**src/rtl/rom_load_sequencer.sv**
```systemverilog
// rom_load_sequencer: forwards the HPS ROM download to the core and holds the core in reset until a full image is resident.
module rom_load_sequencer #(
  parameter int TOTAL_BYTES = 81920,
  parameter int CPU_END     = 65536,
  parameter int GFX_END     = 73728,
  parameter int HOLD_CYCLES = 1024
) (
  input  logic        clk_sys,
  input  logic        reset,
  input  logic        ioctl_download,
  input  logic        ioctl_wr,
  input  logic [24:0] ioctl_addr,
  input  logic [7:0]  ioctl_dout,
  input  logic        rst_req,
  output logic [16:0] dn_addr,
  output logic [7:0]  dn_data,
  output logic        dn_wr,
  output logic [1:0]  dn_region,
  output logic        game_reset,
  output logic        rom_ok,
  output logic        led_busy,
  output logic [17:0] byte_count
);
  localparam int CW = HOLD_CYCLES > 1 ? $clog2(HOLD_CYCLES) : 1;
  localparam logic [CW-1:0] HOLD_LAST = CW'(HOLD_CYCLES - 1);
  localparam logic [24:0] TOT_A = 25'(TOTAL_BYTES);
  localparam logic [24:0] CPU_A = 25'(CPU_END);
  localparam logic [24:0] GFX_A = 25'(GFX_END);
  localparam logic [17:0] TOT_C = 18'(TOTAL_BYTES);
  typedef enum logic [2:0] {IDLE, LOAD, HOLD, RUN, ERR} state_t;
  state_t        r_state;
  logic [CW-1:0] r_hold;
  logic          r_overflow;
  logic          w_wr;
  logic          w_in;
  logic          w_ovf;
  logic [17:0]   w_cnt;
  logic [1:0]    w_region;
  // The load-exit decision must see a write arriving in the same cycle as the download drop.
  always_comb begin
    w_wr     = r_state == LOAD && ioctl_wr;
    w_in     = ioctl_addr < TOT_A;
    w_ovf    = r_overflow | (w_wr & ~w_in);
    w_cnt    = (w_wr && w_in && byte_count != '1) ? byte_count + 18'd1 : byte_count;
    w_region = ioctl_addr < CPU_A ? 2'd0 : ioctl_addr < GFX_A ? 2'd1 : 2'd2;
  end
  always_ff @(posedge clk_sys) begin
    if (reset) begin
      r_state    <= IDLE;
      r_hold     <= '0;
      r_overflow <= 1'b0;
      dn_addr    <= '0;
      dn_data    <= '0;
      dn_wr      <= 1'b0;
      dn_region  <= '0;
      game_reset <= 1'b1;
      rom_ok     <= 1'b0;
      led_busy   <= 1'b0;
      byte_count <= '0;
    end else begin
      dn_wr <= 1'b0;
      if (r_state == LOAD) begin
        if (w_wr && w_in) begin
          dn_wr     <= 1'b1;
          dn_addr   <= ioctl_addr[16:0];
          dn_data   <= ioctl_dout;
          dn_region <= w_region;
        end
        byte_count <= w_cnt;
        r_overflow <= w_ovf;
        if (!ioctl_download) begin
          led_busy <= 1'b0;
          if (w_cnt == TOT_C && !w_ovf) begin
            r_state <= HOLD;
            rom_ok  <= 1'b1;
            r_hold  <= HOLD_LAST;
          end else begin
            r_state <= ERR;
          end
        end
      end else if (ioctl_download) begin
        r_state    <= LOAD;
        byte_count <= '0;
        r_overflow <= 1'b0;
        rom_ok     <= 1'b0;
        led_busy   <= 1'b1;
        game_reset <= 1'b1;
      end else if (rst_req && (r_state == HOLD || r_state == RUN)) begin
        r_state    <= HOLD;
        r_hold     <= HOLD_LAST;
        game_reset <= 1'b1;
      end else if (r_state == HOLD) begin
        if (r_hold == '0) begin
          r_state    <= RUN;
          game_reset <= 1'b0;
        end else begin
          r_hold <= r_hold - 1'b1;
        end
      end
    end
  end
endmodule

```
**config.mk**
```make
export PLATFORM = sky130hd
export DESIGN_NAME = rom_load_sequencer
export DESIGN_NICKNAME = d
export VERILOG_FILES = /design/src/rtl/rom_load_sequencer.sv
export SDC_FILE = /design/constraint.sdc
export NUM_CORES = 1
export LEC_CHECK = 0
export ABC_AREA = 1
export BUFFER_PORTS_ARGS = -buffer_cell sky130_fd_sc_hd__clkbuf_2
export CAP_MARGIN = 20
export CORE_ASPECT_RATIO = 1.75
export CORE_MARGIN = 3
export CORE_UTILIZATION = 50
export CTS_BUF_LIST = sky130_fd_sc_hd__clkbuf_8 sky130_fd_sc_hd__clkbuf_16
export DETAILED_ROUTE_END_ITERATION = 12
export GPL_TIMING_DRIVEN = 0
export PLACE_DENSITY_LB_ADDON = 0.08
export SYNTH_ARGS = -nofsm -noshare
export SYNTH_HDL_FRONTEND = slang
export SYNTH_SLANG_ARGS = --single-unit
```
**constraint.sdc**
```tcl
create_clock -name clk_sys -period 2.91 [get_ports clk_sys]
set_input_delay 0.4365 -clock clk_sys [delete_from_list [all_inputs] [get_ports clk_sys]]
set_output_delay 0.4365 -clock clk_sys [all_outputs]
set_load 0.005 [all_outputs]
```
==> flow_metrics.py <==
metrics = {
    "die": {
        "floorplan.initialDensity": 0.5149,
        "die_width_um": 68.03,
        "ioPinCount": 87,
        "core_area_sq_um": 6539,
        "die_height_um": 114.6,
        "dieArea_sq_um": 7793,
        "num_rows": 39,
    },
    "route": {
        "drt_pass1_iterations": 5,
        "via_total_after_detailed_routing": 3745,
        "number_of_drc_violations_after_detailed_routing_iteration_0": 293,
        "routed_wirelength_um": 9840,
        "antenna_left": 0,
        "drt-vias-per-instance": 5.312,
        "drt_drc_violations_left": 0,
        "wl_per_cell_um": 13.96,
    },
    "logic_synthesis": {
        "synth_ff_type": "dfxtp_1",
        "synth_enable_flop_cells": 0,
        "synth_sequential_area_ratio": 0.3746,
        "netlist_area_sq_um": 3367,
        "ys_ff_latch": 63,
        "synth_area_per_cell_sq_um": 6.487,
        "synthesis.instances": 519,
        "synth.net_count": 561,
        "ys_types": 31,
        "async_reset_ff_frac": 0,
        "yosys_warnings": 0,
    },
    "timing": {
        "fin_crit_sh": 0.9339,
        "hold_viol_final": 0,
        "aggregate_negative_setup_slack_ns": 0,
        "final-max-slew-violation-count": 0,
        "fmax_mhz": 368.0,
        "final.min_clock_period_ns": 2.718,
        "setup_repair_after_global_routing_missed_its_margin": "yes",
        "worst_clock_skew_ns": 0.005335,
        "relSlewSlack": 0.4534,
        "finalSetupViolations": 0,
        "slew_of_the_pin_with_the_lowest_slew_margin_ns": 0.8169,
    },
    "run_status": {
        "run_status": "completed",
    },
    "setup_path": {
        "startpoint_type": "register",
        "criticalPathCategory": "register to register",
        "worst_setup_path_end_kind": "register",
        "worst-endpoint-required_ns": 3.13,
        "max_stage_delay_ns": 0.32,
        "worst_path_dominant_cell_family": "simple AND/OR/NAND/NOR gates",
        "worst_path_max_delay_cell": "dfxtp_1",
        "reg2regPathDepth": 18,
        "cp.arrival_ns": 2.94,
        "cp_cell_sequence": "buf_2 > nand2_1 > nor2_4 > nand2_2 > nor2_4 > nand2_4 > nand2_4 > buf_6 > o21ai_2 > nor2_2 > nand2_1 > nor2_2 > nand3_2 > a21boi_4 > buf_6 > nand2_1 > nand2_1 > nor2_1",
        "cp_num_buf_inv": 3,
        "critical_path.startpoint": "byte_count[2]",
        "critical_path.reg2reg.endpoint": "r_hold[8]",
        "timing.critical_path.mode_cell": "nand2_1",
        "critical_path_peak_fanout": 10,
        "critical_path.reg2reg.startpoint": "byte_count[2]",
        "r2r_setup_slack_ns": 0.19,
    },
    "placed_design": {
        "placedInstanceArea_sq_um": 3900,
        "gpl.final_weighted_congestion": 0.8732,
        "dp_hpwl_um": 7305,
        "io_buffers": 86,
    },
    "pwr": {
        "pwr-share-clk": 0.412,
        "leakagePower_nw": 1.959,
        "sequentialPowerShare": 0.353,
        "power-per-cell-area_nw_per_um2": 654.2,
        "share_comb_of_total_power": 0.235,
        "switching_share": 0.3087,
        "switchingPower_w": 0.0008624,
        "report.power.total_w": 0.002794,
        "intPower_w": 0.001931,
        "ir_drop_mv": 0.5361,
    },
    "global_route": {
        "grt_overflow": 0,
        "top_usage_layer": "met2",
        "globalRouteMet2Util": 0.4948,
        "grt_use_met1": 0.2672,
        "grtUsageTotal": 0.2768,
        "grt_antenna_before_repair": 0,
        "grt_start_max_net_pins": 12,
        "routing_usage_on_met3": 0.08055,
        "global_route_wire_length_before_repair_um": 16280,
        "grt_pass1_vias": 3663,
    },
    "clock_tree": {
        "clk_pin_slew_ns": 0.05,
        "clock_tree_from_tritoncts": "built",
        "insertion_delay_ns": 0.33,
        "ctsRootBufferMaster": "clkbuf_16",
        "cts_sinks": 63,
        "number_of_buffers_created_by_cts": 9,
        "htree_num_levels": 3,
        "clock_path_buffers": 2,
    },
    "hold_path": {
        "worstHoldEndpoint": "dn_data[0]",
        "timing.hold.worst_path_depth": 3,
        "hold_path.startpoint": "ioctl_dout[0]",
        "timing.hold.worst.class": "primary input to register",
    },
    "run": {
        "maximum_capacitance_violations": 0,
    },
    "finish": {
        "area_growth_syn_to_layout_pct": 26.83,
        "postLayoutCellArea_sq_um": 4270,
        "antenna-diode-count": 0,
        "finalNetCount": 660,
        "mostFrequentLayoutCells": "nand2_1, nor2_1, clkbuf_2",
        "final_util": 0.6531,
        "drive_above_1_share": 0.2311,
        "final_common_cell": "nand2_1",
    },
}
## layout make-up
class,instances,area (sq um)
repair buffers,88,445.4
well taps,82,102.6
clock inverters,6,83.83
flip-flops and latches,63,1269
fillers,631,2268
plain buffers,20,101.3
clock buffers,10,239.0
inverters,36,135.1
multi-input cells,400,1894
## stage by stage
step           worst slack (ns)  hold slack [ns]  std cells
5_1_grt                 0.01398           0.3342        705
2_1_floorplan            0.5684           0.4421        519
3_3_place_gp            0.04881           0.4369        687
4_1_cts                 0.03093           0.3271        703
3_5_place_dp            0.04999           0.4460        687
6_report                 0.1924           0.3285        705
## routing by layer
layer,vias up,part of all wire
met2,137,0.55
met4,0,0.042
met3,31,0.058
met1,1695,0.35
li1,1882,-
met5,-,0
## worst min-delay path: stages
cell and delay (ns):
clkbuf_2 0.07, nor2_1 0.03, nor2_1 0.08
## cell families (layout without fill, tap and decap cells)
group,Yosys count,count (layout),share of synthesized area
AND/OR/NAND/NOR,308,308,0.3932
AO/OA/AOI/OAI,82,82,0.1316
flip-flops,63,63,0.3746
buffers and inverters,56,160,0.07023
XOR/XNOR,6,6,0.01561
adder cells (fa/ha/maj),4,4,0.01486
## synth_stat cells, types with 3 or more instances
| library cell | count | area, sq um |
|---|---|---|
| nor3_1 | 12 | 60.06 |
| ha_1 | 4 | 50.05 |
| o21ai_2 | 3 | 26.28 |
| a31oi_1 | 3 | 18.77 |
| a21oi_1 | 32 | 160.2 |
| inv_1 | 34 | 127.6 |
| clkbuf_1 | 13 | 48.80 |
| nand2_1 | 134 | 503.0 |
| nor2_2 | 8 | 50.05 |
| nand2_2 | 4 | 25.02 |
| o21ai_0 | 41 | 205.2 |
| nand4_1 | 7 | 43.79 |
| buf_6 | 3 | 33.78 |
| dfxtp_1 | 63 | 1261 |
| xor2_1 | 4 | 35.03 |
| nand3_1 | 27 | 135.1 |
| buf_2 | 3 | 15.01 |
| nor2_1 | 105 | 394.1 |
## power groups by stage
stage,sequential [W],clock [W],combinational [W]
floorplan,0.000989,0,0.000482
global placement,0.000998,0,0.000618
detailed placement,0.00100,0,0.000628
CTS,0.000983,0.00116,0.000636
global route,0.000991,0.00121,0.000751
finish,0.000985,0.00115,0.000657
## what timing repair did
action / 4_1_cts / 5_1_grt
hold buffers: 0 / 0
setup buffers: 0 / 2
endpoints found under the setup margin: 2 / 11
resized for setup: 1 / 11
gates cloned: 0 / 0
pin swaps: 0 / 2
## how the worst max path moves through the flow
stage | to | slack (ns) | depth (start not counted)
after floorplan | r_hold[8] | 0.57 | 18
after global placement | r_hold[1] | 0.05 | 17
after detailed placement | r_hold[1] | 0.05 | 17
after CTS | r_hold[8] | 0.03 | 18
after global routing | r_hold[8] | 0.01 | 18
final | r_hold[8] | 0.19 | 18
## state kept, by name (all words and copies together), names as in the netlist
name	cells
game_reset	1
r_hold	10
dn_region	2
r_state	3
dn_data	8
r_overflow	1
rom_ok	1
led_busy	1
dn_wr	1
dn_addr	17
byte_count	18
Note: power is estimated with default switching activity, not from simulation.
